`config.mk`:
```
export PLATFORM = sky130hd
export DESIGN_NAME = pipe_stage_elastic_flat
export DESIGN_NICKNAME = d
export VERILOG_FILES = /design/src/rtl/pipe_stage_elastic_if.sv /design/src/rtl/pipe_stage_elastic.sv /design/src/flat_wrapper.sv
export SDC_FILE = /design/constraint.sdc
export NUM_CORES = 1
export LEC_CHECK = 0
export CELL_PAD_IN_SITES_DETAIL_PLACEMENT = 2
export CELL_PAD_IN_SITES_GLOBAL_PLACEMENT = 2
export CORE_ASPECT_RATIO = 0.7
export CORE_UTILIZATION = 25
export CTS_CLUSTER_SIZE = 30
export DETAILED_ROUTE_END_ITERATION = 7
export PLACE_DENSITY = 0.8
export REMOVE_ABC_BUFFERS = 1
export SLEW_MARGIN = 30
export SYNTH_ARGS = -nofsm -noshare
export SYNTH_HDL_FRONTEND = slang
export SYNTH_SLANG_ARGS = --single-unit
export TNS_END_PERCENT = 50
```
`constraint.sdc`:
```
create_clock -name clk -period 4.47 [get_ports clk]
set_input_delay 0.6705 -clock clk [delete_from_list [all_inputs] [get_ports clk]]
set_output_delay 0.6705 -clock clk [all_outputs]
set_load 0.1 [all_outputs]
```
`src/rtl/pipe_stage_elastic_if.sv`:
```
// Handshake bundle for the elastic pipeline stage: upstream valid/ready,
// downstream valid/ready, pipeline flush and the occupancy report.
interface pipe_stage_elastic_if #(
  parameter int WIDTH = 32,
  parameter int DEPTH = 1
);
  logic                       flush;
  logic                       in_valid;
  logic [WIDTH-1:0]           in_data;
  logic                       in_ready;
  logic                       out_valid;
  logic [WIDTH-1:0]           out_data;
  logic                       out_ready;
  logic [$clog2(DEPTH+1)-1:0] occupancy;

  modport master (
    output flush, in_valid, in_data, out_ready,
    input  in_ready, out_valid, out_data, occupancy
  );

  modport slave (
    input  flush, in_valid, in_data, out_ready,
    output in_ready, out_valid, out_data, occupancy
  );
endinterface

```
`src/rtl/pipe_stage_elastic.sv`:
```
// DEPTH-deep chain of valid-tagged pipeline registers with valid/ready
// handshakes, bubble collapsing, synchronous flush and occupancy count.
module pipe_stage_elastic #(
  parameter int               WIDTH     = 32,
  parameter int               DEPTH     = 1,
  parameter logic [WIDTH-1:0] RESET_VAL = {WIDTH{1'b0}}
) (
  input logic                clk,
  input logic                reset,
  pipe_stage_elastic_if.slave bus
);
  localparam int OW = $clog2(DEPTH+1);

  logic [DEPTH-1:0] v;
  logic [WIDTH-1:0] data [DEPTH];
  logic [DEPTH-1:0] move;
  logic [OW-1:0]    occ;

  // A stage may load when it is empty or everything ahead of it is draining.
  always_comb begin
    logic m;
    move = '0;
    m = bus.out_ready | ~v[DEPTH-1];
    move[DEPTH-1] = m;
    for (int i = DEPTH-2; i >= 0; i--) begin
      m = ~v[i] | m;
      move[i] = m;
    end
  end

  always_ff @(posedge clk or negedge reset) begin
    if (!reset) begin
      v <= '0;
      for (int i = 0; i < DEPTH; i++) data[i] <= RESET_VAL;
    end else if (bus.flush) begin
      v <= '0;
    end else begin
      if (move[0]) begin
        v[0] <= bus.in_valid;
        if (bus.in_valid) data[0] <= bus.in_data;
      end
      for (int i = 1; i < DEPTH; i++) begin
        if (move[i]) begin
          v[i] <= v[i-1];
          if (v[i-1]) data[i] <= data[i-1];
        end
      end
    end
  end

  always_comb begin
    occ = '0;
    for (int i = 0; i < DEPTH; i++) occ = occ + OW'(v[i]);
  end

  assign bus.in_ready  = move[0] & ~bus.flush;
  assign bus.out_valid = v[DEPTH-1];
  assign bus.out_data  = data[DEPTH-1];
  assign bus.occupancy = occ;
endmodule

```
`src/flat_wrapper.sv`:
```
// flat-port wrapper written by rule: the top's interface ports become plain ports
module pipe_stage_elastic_flat 
#(
  parameter int               WIDTH     = 32,
  parameter int               DEPTH     = 1,
  parameter logic [WIDTH-1:0] RESET_VAL = {WIDTH{1'b0}}
)
  (clk, reset, bus_flush, bus_in_valid, bus_in_data, bus_out_ready, bus_in_ready, bus_out_valid, bus_out_data, bus_occupancy);
  pipe_stage_elastic_if #(.WIDTH(WIDTH), .DEPTH(DEPTH)) bus_i ();
  input logic clk;
  input logic reset;
  input wire logic [$bits(bus_i.flush)-1:0] bus_flush;
  input wire logic [$bits(bus_i.in_valid)-1:0] bus_in_valid;
  input wire logic [$bits(bus_i.in_data)-1:0] bus_in_data;
  input wire logic [$bits(bus_i.out_ready)-1:0] bus_out_ready;
  output wire logic [$bits(bus_i.in_ready)-1:0] bus_in_ready;
  output wire logic [$bits(bus_i.out_valid)-1:0] bus_out_valid;
  output wire logic [$bits(bus_i.out_data)-1:0] bus_out_data;
  output wire logic [$bits(bus_i.occupancy)-1:0] bus_occupancy;
  assign bus_i.flush = bus_flush;
  assign bus_i.in_valid = bus_in_valid;
  assign bus_i.in_data = bus_in_data;
  assign bus_i.out_ready = bus_out_ready;
  assign bus_in_ready = bus_i.in_ready;
  assign bus_out_valid = bus_i.out_valid;
  assign bus_out_data = bus_i.out_data;
  assign bus_occupancy = bus_i.occupancy;
  pipe_stage_elastic #(.WIDTH(WIDTH), .DEPTH(DEPTH), .RESET_VAL(RESET_VAL)) u_core (.clk(clk), .reset(reset), .bus(bus_i));
endmodule
```
# After elaboration in Yosys (flattened, before gate mapping)

Cells that the tools add are included.

Bits in writable memories: 0
Bits of input ports: 37
Latch bits: 0
Bits in registers: 33
Memories kept: 0
Output and inout bits: 35
Bits in read-only memories: 0
Word-level logic and storage cells: 10

Shift-type cells: 0
Reductions and logical operators: 2
Bitwise logic cells: 4
Muxes and demuxes: 2
$mul: 0
Eq/ne operators: 0
Magnitude comparators: 0
Divide/modulo/power cells: 0
Add/subtract/negate cells: 0

Operators with widths:

| kind                | count |
|---|---|
| 3-bit AND reduction | 1 |
| 1-bit two-way mux   | 2 |
| 1-bit inverter      | 2 |
| 2-bit nonzero test  | 1 |
| 1-bit AND           | 1 |
| 1-bit bitwise OR    | 1 |

# Longest topological paths before layout

Gate-level depths: netlist of the first run.

Word-level depth: 4
Mapped depth: 4
Depth with buffers taken out: 3

# Least setup slack after synthesis of the first run

OpenSTA, ideal clock, no wires.

Kind: register to output
From: register u_core.v, in the netlist u_core.bus.out_valid
To: output bus_in_ready
Path buffers: 0
Data required time: 3.799 ns
Arrival: 2.277 ns
Stages on the path, launching flop included: 3
Path slack: 1.523 ns
Path through: dfrtp_1 > nor2b_4 > nor2_1

Cells in the longest elaborated chain, start to end: 3

RTL lines:

| item                              | RTL line                 | text |
|---|---|---|
| from (decl)                       | pipe_stage_elastic.sv:14 | `logic [DEPTH-1:0] v;` |
| from (signal, indexed assignment) | pipe_stage_elastic.sv:44 | `v[i] <= v[i-1];` |
| 1-bit inverter                    | pipe_stage_elastic.sv:23 | `m = bus.out_ready \| ~v[DEPTH-1];` |
| 1-bit bitwise OR                  | pipe_stage_elastic.sv:23 |  |
| 1-bit AND                         | pipe_stage_elastic.sv:56 | `assign bus.in_ready = move[0] & ~bus.flush;` |
| to (decl)                         | flat_wrapper.sv:16       | `output wire logic [$bits(bus_i.in_ready)-1:0] bus_in_ready;` |

No other way between the ends.

# Final worst setup path of the first run

From: input bus_out_ready
To: output bus_in_ready

Cells in the longest elaborated chain, start to end: 2

RTL lines:

| item             | RTL line                 | text |
|---|---|---|
| from (decl)      | flat_wrapper.sv:15       | `input wire logic [$bits(bus_i.out_ready)-1:0] bus_out_ready;` |
| 1-bit bitwise OR | pipe_stage_elastic.sv:23 |  |
| 1-bit AND        | pipe_stage_elastic.sv:56 |  |

No other way between the ends.

==> reports/metrics.cfg, run 1 <==
[status]
status = complete, no violations

[clock_network]
htree_levels = 2
hold_buffers = 0
cts_tree = yes
cts_num_sinks = 33
clk_pin_slew_ns = 0.07
insertion_delay_ns = 0.28
root_buffer = clkbuf_8
cts_buffers = 5
post-cts-setup-buffers = 0
clock_path_buffers = 2
cts-resized-gates = 0

[routing]
viasPerCell = 4.14
wirelength_mm = 3.48
post_drt_wl_per_cell_um = 15.8
vias = 910
antenna_left = 0
drtPass1Iterations = 2
drt_iter0_drc = 4
drc = 0

[timing]
finalCriticalPeriod_ns = 3.16
fin_worst_skew_ns = 0.00231
setup_viol = 0
worst_pin_slew_ns = 1.04
clock.fmax_ghz = 0.317
fin_ws_ns = 1.31
final.setup.tns_ns = 0
min_period_over_period_pct = 70.6
final-max-slew-violation-count = 0
slew_headroom_pct = 30.8
hold_violations = 0
rsz0062_at_grt = false

[power]
p_total_w = 0.00119
p_int_w = 0.000611
ir_drop_uv = 156
switching_share_pct = 48.5
pwr-share-comb_pct = 50.3
power_density_nw_per_um2 = 558
switchingPower_w = 0.000575
p_seq_share_pct = 31.6
leakage_nw = 0.857
p_clk_share_pct = 18.1

[floorplanning]
initial_core_util_pct = 26.3
die_area_um2 = 5380
die_h_um = 61.7
die_w_um = 87.2
core_um2 = 4830
rows = 21
num_io_pins = 72

[worst_setup_path]
reg2regPathDepth = 4
cp.arrival_ns = 2.49
worstPathMaxFanout = 3
critPathKind = primary input to primary output
worst-endpoint-required_ns = 3.80
worstSetupEndpointType = primary output
r2r_slack_ns = 2.85
worstReg2RegStart = u_core.bus.out_valid
startpoint_type = primary input
crit-reg2reg-capture = u_core.bus.out_data[13]

[logic_synthesis]
yosys_warnings = 0
ys_seq_elements = 33
synthCells = 74
ys_seq_area_share_pct = 65.0
avgSynthCellArea_um2 = 17.2
synthDistinctLibCells = 7
synthesis.area_um2 = 1270

[grt]
grt_pass1_vias = 937
grt_max_degree = 34
grt_pass1_wl_mm = 5.15
grt.total_usage_pct = 13.7
grt_antenna_before_repair = 0
grt-ovfl-total = 0

[worst_hold_path]
holdCritPathClass = flip-flop to flip-flop
worstHoldStart = u_core.bus.out_data[11]
min_to = u_core.bus.out_data[11]
min_path_cells = 1

[cells_and_area]
nets = 187
nFillCells = 489
drive_gt1_share_pct = 28.5
areaGrowthSynthToFinish_pct = 67.1
diodes = 0

[placed_design]
dp_hpwl_mm = 2.68
post-place-ws_ns = 1.30
routabilityCongestion = 0.650
io_buffers = 71

[job]
maxCapViolCount = 0

-- synth_stat cells --
library cell  count  area, um2
nor2b_4           1       13.8
nor3b_4           1       18.8
mux2_2           32        360
dfrtp_1          33        826
buf_6             3       33.8
buf_4             1       7.51
nor2_1            3       11.3
-- metrics by stage --
stage	cell area (um2)	instances	hold slack (ns)	utilization, %
3_3_place_gp	2040	212	0.488	42.2
2_1_floorplan	1230	70	0.375	-
5_1_grt	2120	220	0.526	43.9
3_5_place_dp	2040	212	0.499	42.2
6_report	2120	220	0.507	43.9
4_1_cts	2120	220	0.515	43.9
-- final cells by class --
type | count | area, um2 | share of cell area (%)
flip-flops and latches | 33 | 826 | 38.9
multi-input cells | 37 | 404 | 19.0
well taps | 69 | 86.3 | 4.06
clock inverters | 2 | 10.0 | 0.471
clock buffers | 6 | 72.6 | 3.42
repair buffers | 73 | 726 | 34.2
-- sequential cells by signal, summed over array words and instances, names as in the netlist --
name                  flops
u_core.bus.out_valid      1
u_core.bus.out_data      32
-- critical path, stage by stage --
cell             delay, ns
clkdlybuf4s50_1       0.51
nor2b_4               0.06
nor2_1                0.08
clkdlybuf4s50_1       1.16
-- worst max-delay path by stage --
| stage | from | cells past startpoint | end | slack, ns |
|---|---|---|---|---|
| 6_report | bus_out_ready | 4 | bus_in_ready | 1.31 |
| 5_1_grt | bus_out_ready | 4 | bus_in_ready | 1.30 |
| 4_1_cts | bus_out_ready | 4 | bus_in_ready | 1.30 |
| 3_5_place_dp | bus_out_ready | 4 | bus_in_ready | 1.30 |
| 3_3_place_gp | bus_out_ready | 4 | bus_in_ready | 1.36 |
| 2_1_floorplan | u_core.bus.out_valid | 2 | bus_in_ready | 1.08 |
-- placed cells by master (no fill, tap or decap) --
cell	count
dfrtp_1	33
nor2_1	3
clkdlybuf4s50_1	71
nor3b_4	1
mux2_2	32
clkinv_2	2
clkbuf_1	1
buf_4	2
nor2b_4	1
clkbuf_8	5
-- per-layer routing --
layer  vias to the layer above  routed length (um)  global-route usage (%)  part of all wire (%)
met5                         -                   0                       0                     0
met4                         0                  61                    7.03                   1.8
met3                         7                 301                    5.09                   8.7
met2                        44                1690                    22.2                    49
met1                       453                1430                    16.4                    41
li1                        406                   -                       -                     -
-- power by group through the flow --
stage | clock (W) | combinational, W | sequential (W)
after floorplan | 0 | 0.0000606 | 0.000753
after global placement | 0 | 0.000592 | 0.000377
after detailed placement | 0 | 0.000600 | 0.000383
after CTS | 0.000225 | 0.000601 | 0.000377
after global routing | 0.000236 | 0.000612 | 0.000383
final | 0.000215 | 0.000596 | 0.000375
-- kinds of logic after synthesis --
kind of cell | synth area share, %
simple gates | 3.44
mux | 28.3
flops | 65.0
buf+inv | 3.25
No activity file was read; power rests on OpenSTA's default activity.
==> inputs of run 2 (changes only) <==
--- a/config.mk
+++ b/config.mk
@@ -8,10 +8,10 @@
 export CELL_PAD_IN_SITES_DETAIL_PLACEMENT = 2
 export CELL_PAD_IN_SITES_GLOBAL_PLACEMENT = 2
 export CORE_ASPECT_RATIO = 0.7
-export CORE_UTILIZATION = 25
+export CORE_UTILIZATION = 21
 export CTS_CLUSTER_SIZE = 30
 export DETAILED_ROUTE_END_ITERATION = 7
-export PLACE_DENSITY = 0.8
+export PLACE_DENSITY = 0.72
 export REMOVE_ABC_BUFFERS = 1
 export SLEW_MARGIN = 30
 export SYNTH_ARGS = -nofsm -noshare
==> constraint.sdc (replaced) <==
create_clock -name clk -period 2.86 [get_ports clk]
set_input_delay 0.429 -clock clk [delete_from_list [all_inputs] [get_ports clk]]
set_output_delay 0.429 -clock clk [all_outputs]
set_load 0.1 [all_outputs]
==> reports/metrics.cfg, run 2 (synthesized netlist as in run 1, its figures left out) <==
[status]
status = complete, no violations

[routing]
vias = 911  ; +0.11%
drtPass1Iterations = 2  ; unchanged
antenna_left = 0  ; unchanged
drt_iter0_drc = 5  ; +1
post_drt_wl_per_cell_um = 15.9  ; +0.82%
drc = 0  ; unchanged
wirelength_mm = 3.62  ; +4.0%
viasPerCell = 4.01  ; -3.0%

[power]
power_density_nw_per_um2 = 892  ; +60%
ir_drop_uv = 288  ; +86%
leakage_nw = 0.896  ; +4.6%

[worst_setup_path]
critical-path-max-stage-delay_ns = 0.50  ; -0.66 ns
cp_cell_sequence = clkdlybuf4s50_1 -> nor2b_4 -> nor2_1 -> buf_4
crit-reg2reg-capture = u_core.bus.out_data[13]
worst_path_max_delay_cell = clkdlybuf4s50_1
worst-endpoint-required_ns = 2.43  ; -1.37 ns
cp.arrival_ns = 1.37  ; -1.12 ns
critPathKind = primary input to primary output
reg2regPathDepth = 4  ; unchanged
worstSetupEndpointType = primary output
startpoint_type = primary input
worstReg2RegStart = u_core.bus.out_valid
worstPathMaxFanout = 3  ; unchanged
r2r_slack_ns = 1.32  ; -1.53 ns

[clock_network]
insertion_delay_ns = 0.28  ; about the same
cts_num_sinks = 33  ; unchanged
cts_tree = yes
root_buffer = clkbuf_8
clk_pin_slew_ns = 0.06  ; about the same
htree_levels = 2  ; unchanged
post-cts-setup-buffers = 0  ; unchanged
cts-resized-gates = 0  ; unchanged
clock_path_buffers = 2  ; unchanged
hold_buffers = 0  ; unchanged
cts_buffers = 5  ; unchanged

[timing]
final-max-slew-violation-count = 0  ; unchanged
slew_headroom_pct = 71.3  ; +41 points
hold_violations = 0  ; unchanged
whs_ns = 0.510  ; +0.00336 ns
fin_worst_skew_ns = 0.00321  ; +0.000900 ns
min_period_over_period_pct = 63.1
worst_pin_slew_ns = 0.431  ; -0.604 ns
setup_viol = 0  ; unchanged
rsz0062_at_grt = false
finalCriticalPeriod_ns = 1.80
clock.fmax_ghz = 0.554

[grt]
busiest_layer = met2
grt_use_met3_pct = 7.53  ; +2.4 points
grt_util_met1_pct = 10.8  ; -5.6 points
grt_pass1_wl_mm = 5.43  ; +5.5%
grt_max_degree = 34  ; unchanged
grt-ovfl-total = 0  ; unchanged
grt_antenna_before_repair = 0  ; unchanged
grtUsageMet2_pct = 22.9  ; +0.77 points
grt.total_usage_pct = 12.2  ; -1.5 points
grt_pass1_vias = 1116  ; +19%

[cells_and_area]
largest_register_ffs = 32  ; unchanged
diodes = 0  ; unchanged
drive_gt1_share_pct = 52.0  ; +23 points
finalNonFillerCells = 227  ; +3.2%
layout_commonest_cell = buf_4
final_core_util_pct = 35.5  ; -8.5 points
final_cell_mix = buf_4 (38), clkdlybuf4s50_1 (36), dfrtp_1 (33)
nets = 188  ; +0.53%
stdcell_area_um2 = 2050  ; -3.4%
nFillCells = 590  ; +21%
areaGrowthSynthToFinish_pct = 61.4

[floorplanning]
num_io_pins = 72  ; unchanged
die_area_um2 = 6370  ; +19%
die_w_um = 95.0  ; +8.9%
core_um2 = 5780  ; +20%
die_h_um = 67.1  ; +8.8%
initial_core_util_pct = 22.0  ; -4.3 points
rows = 23  ; +9.5%

[job]
maxCapViolCount = 0  ; unchanged

[placed_design]
dp_hpwl_mm = 2.86  ; +6.8%
placed_area_um2 = 1970  ; -3.6%
dp_cells = 219  ; +3.3%
io_buffers = 71  ; unchanged
routabilityCongestion = 0.652  ; +0.31%

[worst_hold_path]
worstHoldStart = u_core.bus.out_data[5]
min_path_cells = 1  ; unchanged
min_to = u_core.bus.out_data[5]
holdCritPathClass = flip-flop to flip-flop

run 2: worst max-delay path, delay by kind of cell:
kind          cells  cell delay (ns)
buf+inv           2             0.80
simple gates      2             0.15
run 2: final cells by class:
class / instances / area, um2 / share of cell area (%)
clock buffer: 6 / 72.6 / 3.54
clock inverter: 2 / 10.0 / 0.488
multi-input combinational: 37 / 404 / 19.7
sequential: 33 / 826 / 40.2
tap: 75 / 93.8 / 4.57
timing repair buffer: 74 / 646 / 31.5
run 2: worst max path at each step:
stage                          from  slack, ns  depth (start not counted)                       to
4_1_cts               bus_out_ready       1.05                          4             bus_in_ready
5_1_grt               bus_out_ready       1.02                          4             bus_in_ready
3_3_place_gp          bus_out_ready       0.91                          5   u_core.bus.out_data[0]
6_report              bus_out_ready       1.06                          4             bus_in_ready
3_5_place_dp          bus_out_ready       0.83                          5  u_core.bus.out_data[31]
2_1_floorplan  u_core.bus.out_valid      -0.29                          2             bus_in_ready
run 2: through the flow:
stage / TNS [ns] / setup WS (ns) / power, W
detailed placement: 0 / 0.830 / 0.00151
global placement: 0 / 0.912 / 0.00149
floorplan: -0.970 / -0.288 / 0.00127
global route: 0 / 1.02 / 0.00191
CTS: 0 / 1.05 / 0.00187
finish: 0 / 1.06 / 0.00183
run 2: report_power, final:
part | internal [W] | switching (W)
clock | 0.000168 | 0.000165
sequential | 0.000545 | 0.0000454
combinational | 0.000212 | 0.000694
run 2: layer usage:
layer  vias to the layer above  wire length, um
met3                         3              435
li1                        413                -
met4                         0               28
met5                         -                0
met2                        42             1950
met1                       453             1200
==> inputs of run 3 (changes only) <==
==> constraint.sdc (replaced) <==
create_clock -name clk -period 1.6 [get_ports clk]
set_input_delay 0.24 -clock clk [delete_from_list [all_inputs] [get_ports clk]]
set_output_delay 0.24 -clock clk [all_outputs]
set_load 0.1 [all_outputs]
==> reports/metrics.cfg, run 3 (synthesized netlist as in run 1, its figures left out) <==
[timing]
final.setup.tns_ns = 0  ; unchanged
worst_pin_slew_ns = 0.432  ; +0.000775 ns
slew_headroom_pct = 71.2  ; about the same
min_period_over_period_pct = 95.4
rsz0062_at_grt = false
final-max-slew-violation-count = 0  ; unchanged
setup_viol = 0  ; unchanged
fin_worst_skew_ns = 0.00354  ; +0.000331 ns
clock.fmax_ghz = 0.655
finalCriticalPeriod_ns = 1.53
hold_violations = 0  ; unchanged

[floorplanning]
die_h_um = 67.1  ; unchanged
rows = 23  ; unchanged
core_um2 = 5780  ; unchanged
initial_core_util_pct = 22.0  ; unchanged
die_area_um2 = 6370  ; unchanged
num_io_pins = 72  ; unchanged
die_w_um = 95.0  ; unchanged

[placed_design]
dp_cells = 221  ; +0.91%
routabilityCongestion = 0.684  ; +4.9%
dp_hpwl_mm = 2.84  ; -0.72%
io_buffers = 71  ; unchanged

[clock_network]
post-cts-setup-buffers = 0  ; unchanged
cts_tree = yes
clk_pin_slew_ns = 0.07  ; about the same
root_buffer = clkbuf_8
hold_buffers = 0  ; unchanged
insertion_delay_ns = 0.28  ; about the same
clock_path_buffers = 2  ; unchanged
cts_buffers = 5  ; unchanged
htree_levels = 2  ; unchanged
cts_num_sinks = 33  ; unchanged

[worst_setup_path]
worstSetupEndpointType = primary output
critPathKind = primary input to primary output
startpoint_type = primary input
cp.arrival_ns = 1.29  ; -0.08 ns
worstPathMaxFanout = 2  ; -1
worst-endpoint-required_ns = 1.36  ; -1.07 ns

[routing]
post_drt_wl_per_cell_um = 15.4  ; -3.1%
drt_iter0_drc = 7  ; +2
wirelength_mm = 3.53  ; -2.3%
viasPerCell = 3.92  ; -2.3%
drc = 0  ; unchanged
vias = 898  ; -1.4%
drtPass1Iterations = 2  ; unchanged
antenna_left = 0  ; unchanged

[power]
ir_drop_uv = 628  ; +120%
leakage_nw = 1.08  ; +21%
p_total_w = 0.00394  ; +120%
power_density_nw_per_um2 = 1540  ; +73%

[grt]
grt-ovfl-total = 0  ; unchanged
grt_pass1_wl_mm = 5.66  ; +4.3%
grt_antenna_before_repair = 0  ; unchanged
grt_max_degree = 34  ; unchanged
grt.total_usage_pct = 12.6  ; +0.43 points
grt_pass1_vias = 1088  ; -2.5%

[cells_and_area]
diodes = 0  ; unchanged
largest_register_ffs = 32  ; unchanged
finalNonFillerCells = 229  ; +0.88%
final_core_util_pct = 44.1  ; +8.7 points
drive_gt1_share_pct = 53.2  ; +1.3 points
nets = 190  ; +1.1%
areaGrowthSynthToFinish_pct = 101
final_cell_mix = clkdlybuf4s50_1 (36), buf_12 (36), dfrtp_1 (33)

[worst_hold_path]
holdCritPathClass = primary input to asynchronous set/reset pin

[status]
status = complete, no violations

[job]
maxCapViolCount = 0  ; unchanged

run 3: cell types whose count changed in the layout (fill, tap and decap cells not counted), sizes merged:
cell    delta
clkinv     -2
clkbuf     +1
buf        +2
bufinv     +1
run 3: path summary, 6_finish.rpt:
path,endpoint,slack (ns),cells past startpoint,start
setup / recovery,bus_in_ready,0.07,5,bus_out_ready
hold / removal,u_core.bus.out_data[1],0.36,2,reset
setup reg to reg,u_core.bus.out_data[16],0.13,4,u_core.bus.out_valid
hold reg to reg,u_core.bus.out_data[13],0.58,1,u_core.bus.out_data[13]
max in group asynchronous,u_core.bus.out_data[19],0.93,2,reset
min in group clk,u_core.bus.out_data[12],0.57,2,bus_in_data[12]
run 3: per-layer routing:
layer  global-route usage [%]  vias up  share of wire, %
met2                     18.4       43                46
met1                     13.8      444                38
li1                         -      408                 -
met5                        0        -                 0
met3                     9.70        3                15
met4                     4.55        0              0.85
run 3: what timing repair did:
item	4_1_cts	5_1_grt
gates resized for setup	1	0
endpoints found under the hold margin	0	0
setup endpoints to repair	1	0
run 3: stage by stage:
stage,worst slack (ns),hold slack [ns],cell area [um2]
after floorplan,-1.36,-0.0556,1230
after global placement,-0.142,0.557,2430
after detailed placement,-0.213,0.566,2430
after CTS,0.0625,0.376,2550
after global routing,0.0346,0.398,2550
final,0.0735,0.364,2550
run 3: power breakdown:
| group | switching [W] | internal (W) | total, W |
|---|---|---|---|
| sequential | 0.000152 | 0.000975 | 0.00113 |
| combinational | 0.00125 | 0.000754 | 0.00200 |
| clock | 0.000306 | 0.000508 | 0.000814 |
run 3: critical path, stage by stage:
cell	delay [ns]
clkdlybuf4s50_1	0.51
nor2b_4	0.06
buf_4	0.13
nor2_2	0.14
buf_12	0.20
run 3: cell type report:
class                   instances  area [um2]
multi-input cells              37         407
repair buffers                 76        1110
flip-flops and latches         33         826
well taps                      75        93.8
clock buffers                   7        86.3
clock inverters                 1        30.0
fillers                       553        3230
